`src/rtl/enigma_pkg.sv`:
```
// Shared PS/2 receiver definitions: scan-code prefixes, frame FSM states and
// the frame parity helper.
package enigma_pkg;

    localparam logic [7:0] PS2_PREFIX_EXT = 8'hE0;
    localparam logic [7:0] PS2_PREFIX_BRK = 8'hF0;
    localparam int         PS2_DATA_BITS  = 8;

    typedef enum logic [1:0] {
        IDLE   = 2'd0,
        DATA   = 2'd1,
        PARITY = 2'd2,
        STOP   = 2'd3
    } ps2_state_t;

    // PS/2 uses odd parity over the 8 data bits plus the parity bit.
    function automatic logic odd_parity_ok(input logic [7:0] data, input logic par);
        return ^{data, par};
    endfunction

endpackage

```
`src/rtl/ps2_line_filter.sv`:
```
// Two-flop synchronizer plus stability filter for one PS/2 line; idles at 1.
// The output level flips only after FILTER_LEN consecutive samples disagree with it.
module ps2_line_filter #(
    parameter int FILTER_LEN = 4
) (
    input  logic clk,
    input  logic reset,
    input  logic i_line,
    output logic o_level
);

    localparam int CNT_W = (FILTER_LEN > 1) ? $clog2(FILTER_LEN) : 1;
    localparam logic [CNT_W-1:0] CNT_LAST = CNT_W'(FILTER_LEN - 1);

    logic [1:0]       r_sync;
    logic [CNT_W-1:0] r_cnt;
    logic             r_level;
    logic             w_differs;

    assign w_differs = (r_sync[1] != r_level);
    assign o_level   = r_level;

    always_ff @(posedge clk or negedge reset) begin
        if (!reset) begin
            r_sync  <= 2'b11;
            r_cnt   <= '0;
            r_level <= 1'b1;
        end else begin
            r_sync <= {r_sync[0], i_line};
            if (!w_differs) begin
                r_cnt <= '0;
            end else if (r_cnt == CNT_LAST) begin
                r_level <= r_sync[1];
                r_cnt   <= '0;
            end else begin
                r_cnt <= r_cnt + 1'b1;
            end
        end
    end

endmodule

```
`src/rtl/ps2_keyboard_receiver.sv`:
```
// PS/2 keyboard receiver: filters the raw lines, deframes 11-bit frames and
// folds E0/F0 prefixes into the ext/make flags of the following scan code.
module ps2_keyboard_receiver
    import enigma_pkg::*;
#(
    parameter int FILTER_LEN     = 4,
    parameter int TIMEOUT_CYCLES = 50000
) (
    input  logic       clk,
    input  logic       reset,
    input  logic       ps2_clk,
    input  logic       ps2_data,
    output logic       key_ready,
    output logic       make,
    output logic       ext,
    output logic [7:0] key_input,
    output logic       frame_error
);

    localparam int TMO_W = $clog2(TIMEOUT_CYCLES + 1);
    localparam logic [TMO_W-1:0] TMO_MAX  = TMO_W'(TIMEOUT_CYCLES);
    localparam logic [TMO_W-1:0] TMO_LAST = TMO_W'(TIMEOUT_CYCLES - 1);

    logic w_clk_f;
    logic w_data_f;
    logic w_fall;
    logic w_tmo_hit;
    logic w_frame_ok;

    logic r_clk_prev;
    ps2_state_t r_state;
    ps2_state_t w_state_next;

    logic [7:0]       r_shift;
    logic [2:0]       r_bitcnt;
    logic             r_parity;
    logic [TMO_W-1:0] r_tmo;
    logic             r_ext_pend;
    logic             r_brk_pend;

    logic       r_key_ready;
    logic       r_frame_error;
    logic       r_make;
    logic       r_ext;
    logic [7:0] r_key;

    logic w_start;
    logic w_shift_en;
    logic w_par_en;
    logic w_frame_end;
    logic w_timeout;

    ps2_line_filter #(.FILTER_LEN(FILTER_LEN)) u_clk_filter (
        .clk     (clk),
        .reset   (reset),
        .i_line  (ps2_clk),
        .o_level (w_clk_f)
    );

    ps2_line_filter #(.FILTER_LEN(FILTER_LEN)) u_data_filter (
        .clk     (clk),
        .reset   (reset),
        .i_line  (ps2_data),
        .o_level (w_data_f)
    );

    assign w_fall     = r_clk_prev & ~w_clk_f;
    assign w_tmo_hit  = (r_tmo >= TMO_LAST);
    assign w_frame_ok = w_data_f & odd_parity_ok(r_shift, r_parity);

    assign key_ready   = r_key_ready;
    assign frame_error = r_frame_error;
    assign make        = r_make;
    assign ext         = r_ext;
    assign key_input   = r_key;

    always_ff @(posedge clk or negedge reset) begin
        if (!reset) begin
            r_state    <= IDLE;
            r_clk_prev <= 1'b1;
        end else begin
            r_state    <= w_state_next;
            r_clk_prev <= w_clk_f;
        end
    end

    always_comb begin
        w_state_next = r_state;
        w_start      = 1'b0;
        w_shift_en   = 1'b0;
        w_par_en     = 1'b0;
        w_frame_end  = 1'b0;
        w_timeout    = 1'b0;
        case (r_state)
            IDLE: begin
                if (w_fall && !w_data_f) begin
                    w_state_next = DATA;
                    w_start      = 1'b1;
                end
            end
            DATA: begin
                if (w_fall) begin
                    w_shift_en = 1'b1;
                    if (r_bitcnt == 3'(PS2_DATA_BITS - 1)) begin
                        w_state_next = PARITY;
                    end
                end else if (w_tmo_hit) begin
                    w_state_next = IDLE;
                    w_timeout    = 1'b1;
                end
            end
            PARITY: begin
                if (w_fall) begin
                    w_par_en     = 1'b1;
                    w_state_next = STOP;
                end else if (w_tmo_hit) begin
                    w_state_next = IDLE;
                    w_timeout    = 1'b1;
                end
            end
            STOP: begin
                if (w_fall) begin
                    w_frame_end  = 1'b1;
                    w_state_next = IDLE;
                end else if (w_tmo_hit) begin
                    w_state_next = IDLE;
                    w_timeout    = 1'b1;
                end
            end
            default: w_state_next = IDLE;
        endcase
    end

    // Inter-edge watchdog: zero while idle or on a fall, saturating otherwise.
    always_ff @(posedge clk or negedge reset) begin
        if (!reset) begin
            r_tmo <= '0;
        end else if (r_state == IDLE || w_fall || w_timeout) begin
            r_tmo <= '0;
        end else if (r_tmo != TMO_MAX) begin
            r_tmo <= r_tmo + 1'b1;
        end
    end

    always_ff @(posedge clk or negedge reset) begin
        if (!reset) begin
            r_shift       <= '0;
            r_bitcnt      <= '0;
            r_parity      <= 1'b0;
            r_ext_pend    <= 1'b0;
            r_brk_pend    <= 1'b0;
            r_key_ready   <= 1'b0;
            r_frame_error <= 1'b0;
            r_make        <= 1'b0;
            r_ext         <= 1'b0;
            r_key         <= '0;
        end else begin
            r_key_ready   <= 1'b0;
            r_frame_error <= 1'b0;
            if (w_start) begin
                r_shift  <= '0;
                r_bitcnt <= '0;
            end
            if (w_shift_en) begin
                r_shift  <= {w_data_f, r_shift[7:1]};
                r_bitcnt <= r_bitcnt + 3'd1;
            end
            if (w_par_en) begin
                r_parity <= w_data_f;
            end
            if (w_frame_end) begin
                if (!w_frame_ok) begin
                    r_frame_error <= 1'b1;
                    r_ext_pend    <= 1'b0;
                    r_brk_pend    <= 1'b0;
                end else if (r_shift == PS2_PREFIX_EXT) begin
                    r_ext_pend <= 1'b1;
                end else if (r_shift == PS2_PREFIX_BRK) begin
                    r_brk_pend <= 1'b1;
                end else begin
                    r_key_ready <= 1'b1;
                    r_key       <= r_shift;
                    r_ext       <= r_ext_pend;
                    r_make      <= ~r_brk_pend;
                    r_ext_pend  <= 1'b0;
                    r_brk_pend  <= 1'b0;
                end
            end
            if (w_timeout) begin
                r_frame_error <= 1'b1;
                r_ext_pend    <= 1'b0;
                r_brk_pend    <= 1'b0;
                r_shift       <= '0;
                r_bitcnt      <= '0;
            end
        end
    end

endmodule

```
`config.mk`:
```
export PLATFORM = sky130hd
export DESIGN_NAME = ps2_keyboard_receiver
export DESIGN_NICKNAME = d
export VERILOG_FILES = /design/src/rtl/enigma_pkg.sv /design/src/rtl/ps2_line_filter.sv /design/src/rtl/ps2_keyboard_receiver.sv
export SDC_FILE = /design/constraint.sdc
export NUM_CORES = 1
export LEC_CHECK = 0
export ABC_CLOCK_PERIOD_IN_PS = 4270
export BUFFER_PORTS_ARGS = -buffer_cell sky130_fd_sc_hd__buf_4
export CAP_MARGIN = 20
export CORE_ASPECT_RATIO = 1.1
export CORE_UTILIZATION = 39
export DETAILED_ROUTE_END_ITERATION = 8
export HOLD_SLACK_MARGIN = 0.12
export REMOVE_ABC_BUFFERS = 1
export SLEW_MARGIN = 40
export SYNTH_ARGS = -nofsm -noshare
export SYNTH_HDL_FRONTEND = slang
export SYNTH_SLANG_ARGS = --single-unit
```
`constraint.sdc`:
```
create_clock -name clk -period 4.27 [get_ports clk]
set_input_delay 0.427 -clock clk [delete_from_list [all_inputs] [get_ports clk]]
set_output_delay 0.427 -clock clk [all_outputs]
set_load 0.1 [all_outputs]
```
==> results.cfg, run 1 <==
[outcome]
outcome = finished, final reports clean

[cells_and_area]
layout_commonest_cell = dfrtp_1
stdcell_area_sq_um = 2800
area_delta_synth_final_pct = 11.3
fillers = 606
fin_cells = 324
n_antenna_cell = 0
layout_common_cells = 48 x dfrtp_1, 25 x nor2_1, 15 x buf_4
drive_gt1_frac = 0.197
fin_nets = 253

[critical_path]
startpoint = r_shift[4]
critPathMaxFanout = 9
reg2reg_slack_ps = 1690
r2r-end = key_input[5]
crit_path_start_kind = flop
ff2ff_path_depth = 6
arrival_ps = 2780
r2r-start = r_shift[4]
required_ps = 4470
cp-end-kind = flop
crit_end = key_input[5]
crit_type = reg2reg

[placed_design]
dp_slack_ps = 1680
portBuffers = 15
hpwl_um = 2890
dp.cells = 316
gp_congestion = 0.746
place_area_sq_um = 2710

[timing]
rsz0062_at_grt = false
worstMarginPinSlew_ps = 670
period_needed_ps = 2580
finalHoldViolCount = 0
slew_headroom = 0.553
maxSlewViolCount = 0
fmax_ghz = 0.388
skew_ps = 8.34
setup_tns_ps = 0
setup_ws_ps = 1690
setup_viol = 0
post-route-period-util = 0.604

[pwr]
powerDensity_nw_per_um2 = 470
power_w = 0.00132
p_leak_nw = 1.32
ir_worst_vdd_v = 0.000240

[routing]
ant_nets = 0
wirelength_um = 4300
viasPerCell = 5.19
routed-via-count = 1680
drcViolationCount = 0
wl_per_cell_um = 13.3
dr.pass1.iters = 6
drtIter0Drc = 70

[die]
start_util = 0.407
io_pins = 16
die_height_um = 86.3
dieWidth_um = 78.6
die_area_sq_um = 6790
row_count = 30
core_sq_um = 6190

[synthesis]
synth.distinct_cells = 40
yosys_warnings = 0
synth_area_sq_um = 2520
syn_inst = 227
synth_fa_ha_area_frac = 0.0298
synth_xor_area_frac = 0.0819
ys_top_cells_by_area = dfrtp_1 48%, dfstp_2 7.3%, mux2_2 4.0%
synth_edf_count = 0
ys_seq_elements = 55
postSynth.asyncResetShare = 1.00
ys_seq_area_frac = 0.550
synthMuxAreaShare = 0.0482
synth_top_family_by_area = simple AND/OR/NAND/NOR gates
synth_flop_cell = dfrtp_1
netlist.area_leader.share = 0.477
synth_top_area_cell = dfrtp_1
synth_compound_area_frac = 0.103
yosys.area_share.simple = 0.166
syn_avg_cell_area_sq_um = 11.1

[clock_tree]
tritoncts = done
htree_levels = 2
cts_buffers = 5
cts.path.max_buffers = 2
ctsResizeCount = 0
path_clk_slew_ps = 100
cts_hold_buf = 0
clock_sinks = 55
insertion_delay_ps = 310
post-cts-setup-buffers = 0
clock-root-buffer = clkbuf_8

[grt]
grt_use_total = 0.144
grt_max_degree = 56
antenna_found_initial = 0
grt.overflow.total = 0
grt_pass1_wl_um = 7640
grt_pass1_vias = 1661

[hold_path]
worstHoldPathType = in2async

[flow_run]
max_cap_viol_count = 0
## cells in the mapped netlist, drive strengths merged, types with 2 or more instances
master / instances
nor3: 4
nor2: 25
inv: 8
or2: 3
a211oi: 2
nand3: 9
mux2: 9
a22o: 10
dfstp: 7
and2: 2
xnor2: 10
a31oi: 2
o31ai: 2
clkbuf: 5
a21oi: 8
nand2: 12
xor2: 10
nor4: 3
dfrtp: 48
nand2b: 2
mux2i: 2
nor2b: 5
and4: 2
nand4: 2
or3: 3
and3: 6
ha: 6
o21ai: 12
## power breakdown
group	leakage (nW)	total [W]	switching (W)	internal, W
Combinational	0.535	0.000330	0.000183	0.000147
Clock	0.0489	0.000296	0.000177	0.000119
Sequential	0.734	0.000692	0.0000883	0.000603
## worst min path at each step
stage	from	end	slack, ps	depth (start not counted)
2_1_floorplan	reset	ext	130	0
6_report	reset	key_ready	140	1
4_1_cts	reset	key_ready	170	1
3_3_place_gp	u_clk_filter.r_sync[0]	u_clk_filter.r_sync[1]	350	0
3_5_place_dp	u_data_filter.r_sync[0]	u_data_filter.r_sync[1]	350	0
5_1_grt	ps2_clk	u_clk_filter.r_sync[0]	190	1
## layer usage
| metal | track usage | part of all wire | up-vias |
|---|---|---|---|
| met5 | 0 | 0 | - |
| met4 | 0.0505 | 0.013 | 0 |
| li1 | - | - | 820 |
| met3 | 0.0316 | 0.028 | 6 |
| met1 | 0.185 | 0.49 | 831 |
| met2 | 0.240 | 0.47 | 23 |
## critical path, stage by stage (launching register included)
cell and delay (ps):
dfrtp_1 450, xor2_1 180, xnor3_2 480, xnor2_2 330, xnor2_1 160, a211oi_4 470, mux2_2 380
## sequential cells by signal (all words and copies together) (netlist names), 2 cells and up
signal / count
u_clk_filter.r_cnt: 2
r_state: 2
key_input: 8
r_bitcnt: 3
u_data_filter.r_cnt: 2
u_clk_filter.r_sync: 2
r_shift: 8
r_tmo: 16
u_data_filter.r_sync: 2
## per-stage QoR
stage	util	hold slack, ps
2_1_floorplan	-	131
3_3_place_gp	0.438	346
3_5_place_dp	0.438	347
4_1_cts	0.452	167
5_1_grt	0.453	195
6_report	0.453	137
## logic make-up (layout without fill, tap and decap cells)
family	after synthesis	after routing
and+or+nand+nor	82	82
adders and majority gates	6	6
DFF	55	55
xor gates and xnor gates	21	21
buffers and inverters	14	31
muxes	11	11
AOI/OAI and AO/OA	38	38
## area by class of cell
cell class,count,area (sq um),area share
sequential,55,1390,0.494
multi-input combinational,158,1080,0.387
timing repair buffer,15,113,0.0402
tap,80,100,0.0357
clock buffer,5,68.8,0.0245
inverter,8,30.0,0.0107
clock inverter,3,22.5,0.00803
Note: power is estimated with default switching activity, not from simulation.
==> run 2, diff against run 1 <==
--- a/config.mk
+++ b/config.mk
@@ -5,7 +5,7 @@
 export SDC_FILE = /design/constraint.sdc
 export NUM_CORES = 1
 export LEC_CHECK = 0
-export ABC_CLOCK_PERIOD_IN_PS = 4270
+export ABC_CLOCK_PERIOD_IN_PS = 2450
 export BUFFER_PORTS_ARGS = -buffer_cell sky130_fd_sc_hd__buf_4
 export CAP_MARGIN = 20
 export CORE_ASPECT_RATIO = 1.1
==> constraint.sdc (replaced) <==
create_clock -name clk -period 2.45 [get_ports clk]
set_input_delay 0.245 -clock clk [delete_from_list [all_inputs] [get_ports clk]]
set_output_delay 0.245 -clock clk [all_outputs]
set_load 0.1 [all_outputs]
==> results.cfg, run 2 (synthesis gave the netlist of run 1 again) <==
[placed_design]
place_area_sq_um = 2760
dp_slack_ps = 38.3
hpwl_um = 3000
portBuffers = 15
gp_congestion = 0.776

[timing]
post-route-period-util = 0.959
finalHoldViolCount = 0
setup_tns_ps = 0
maxSlewViolCount = 0
setup_viol = 0
setup_ws_ps = 99.9
fmax_ghz = 0.426
worstMarginPinSlew_ps = 666
period_needed_ps = 2350
skew_ps = 6.73
slew_headroom = 0.556

[die]
dieWidth_um = 78.6
io_pins = 16
core_sq_um = 6190
die_height_um = 86.3
die_area_sq_um = 6790
row_count = 30
start_util = 0.407

[pwr]
power_w = 0.00254
p_comb_frac = 0.259
ir_worst_vdd_v = 0.000425
switchingPower_w = 0.000777
p_int_w = 0.00177
p_leak_nw = 1.39
p_sw_frac = 0.305
powerDensity_nw_per_um2 = 862
seqPwrFrac = 0.468
pwr-share-clk = 0.273

[critical_path]
r2r-start = r_shift[3]
path_cells = xor2_1 -> xnor3_2 -> xnor2_4 -> nor4_1 -> a211oi_4 -> buf_4 -> mux2_2
ff2ff_path_depth = 7
r2r-end = key_input[2]
arrival_ps = 2550
cp-end-kind = flop
crit_path_start_kind = flop
required_ps = 2650
reg2reg_slack_ps = 100
slowest_stage = xnor3_2
critPathMaxStageDelay_ps = 500
path_delay_family = XOR/XNOR gates
crit_type = reg2reg
critPathMaxFanout = 6
cp_num_buf_inv = 1

[cells_and_area]
layout_commonest_cell = dfrtp_1
max_flop_register = r_tmo
multi_input_area_sq_um = 1100
fin_nets = 264
regArea_sq_um = 1390
largest_reg_flops = 16
fillers = 609
stdcell_area_sq_um = 2950
post-route-util = 0.477
area_delta_synth_final_pct = 17.1
layout_common_cells = 48 x dfrtp_1, 25 x nor2_1, 23 x buf_4
drive_gt1_frac = 0.220
n_antenna_cell = 0

[clock_tree]
clock_sinks = 55
tritoncts = done
clock-root-buffer = clkbuf_8
cts.path.max_buffers = 2
htree_levels = 2
cts_buffers = 5
insertion_delay_ps = 310
path_clk_slew_ps = 90

[routing]
dr.pass1.iters = 4
wirelength_um = 4410
wl_per_cell_um = 13.2
routed-via-count = 1712
drtIter0Drc = 96
ant_nets = 0
viasPerCell = 5.11
drcViolationCount = 0

[hold_path]
hold_start = u_clk_filter.r_sync[0]
holdPathEnd = u_clk_filter.r_sync[1]
worstHoldPathType = reg2reg
hold_depth = 0

[flow_run]
max_cap_viol_count = 0

[grt]
antenna_found_initial = 0
grt_max_degree = 56
grt_pass1_wl_um = 7780
grt.overflow.total = 0
grt_pass1_vias = 1722
grt_use_total = 0.148

[outcome]
outcome = finished, final reports clean
-- run 2: cell types whose count changed in the layout (fill, tap and decap cells not counted), sizes merged --
cell | previous run | this run
buf | 15 | 23
dlygate4sd3 | 0 | 3
bufinv | 0 | 2
inv | 10 | 8
clkbuf | 5 | 6
clkinv | 1 | 0
-- run 2: worst max-delay path by stage --
stage               start            to  slack [ps]  cells past startpoint
2_1_floorplan  r_shift[4]           ext          90                      6
3_3_place_gp   r_shift[3]  key_input[4]          90                      6
3_5_place_dp   r_shift[3]  key_input[1]          40                      6
4_1_cts        r_shift[3]  key_input[1]          30                      6
5_1_grt        r_shift[3]  key_input[2]         -10                      7
6_report       r_shift[3]  key_input[2]         100                      7
-- run 2: final cells by class --
class,instances,share of cell area
Timing Repair Buffer,26,0.0687
Multi-Input combinational cell,158,0.373
Inverter,8,0.0102
Tap cell,80,0.0339
Clock buffer,6,0.0246
Clock inverter,2,0.0203
Sequential cell,55,0.469
-- run 2: routing by layer --
| layer | up-vias | routed length (um) | GRT usage |
|---|---|---|---|
| met1 | 838 | 2020 | 0.181 |
| li1 | 846 | - | - |
| met5 | - | 0 | 0 |
| met2 | 22 | 2170 | 0.254 |
| met4 | 0 | 58 | 0.0471 |
| met3 | 6 | 155 | 0.0389 |
-- run 2: metrics by stage --
| stage | hold slack [ps] | instances |
|---|---|---|
| floorplan | -50.6 | 221 |
| global placement | 331 | 322 |
| detailed placement | 335 | 322 |
| CTS | 362 | 333 |
| global route | 363 | 335 |
| finish | 359 | 335 |
-- run 2: power by group through the flow --
stage	Sequential (W)	Combinational (W)	Clock, W
detailed placement	0.00120	0.000646	0
global route	0.00122	0.000766	0.000745
finish	0.00119	0.000659	0.000695
floorplan	0.00118	0.000462	0
global placement	0.00120	0.000632	0
CTS	0.00119	0.000653	0.000715
-- run 2: worst reg2reg max path, cell delays in order (launching register included) --
cell	delay, ps
dfrtp_1	440
xor2_1	160
xnor3_2	500
xnor2_4	170
nor4_1	450
a211oi_4	80
buf_4	180
mux2_2	270
-- run 2: what timing repair did --
item                       4_1_cts  5_1_grt
setup endpoints to repair        0       17
buffers inserted                 0        2
resized for setup                0        3
hold endpoints to repair        50        0
hold buffers                     3        0
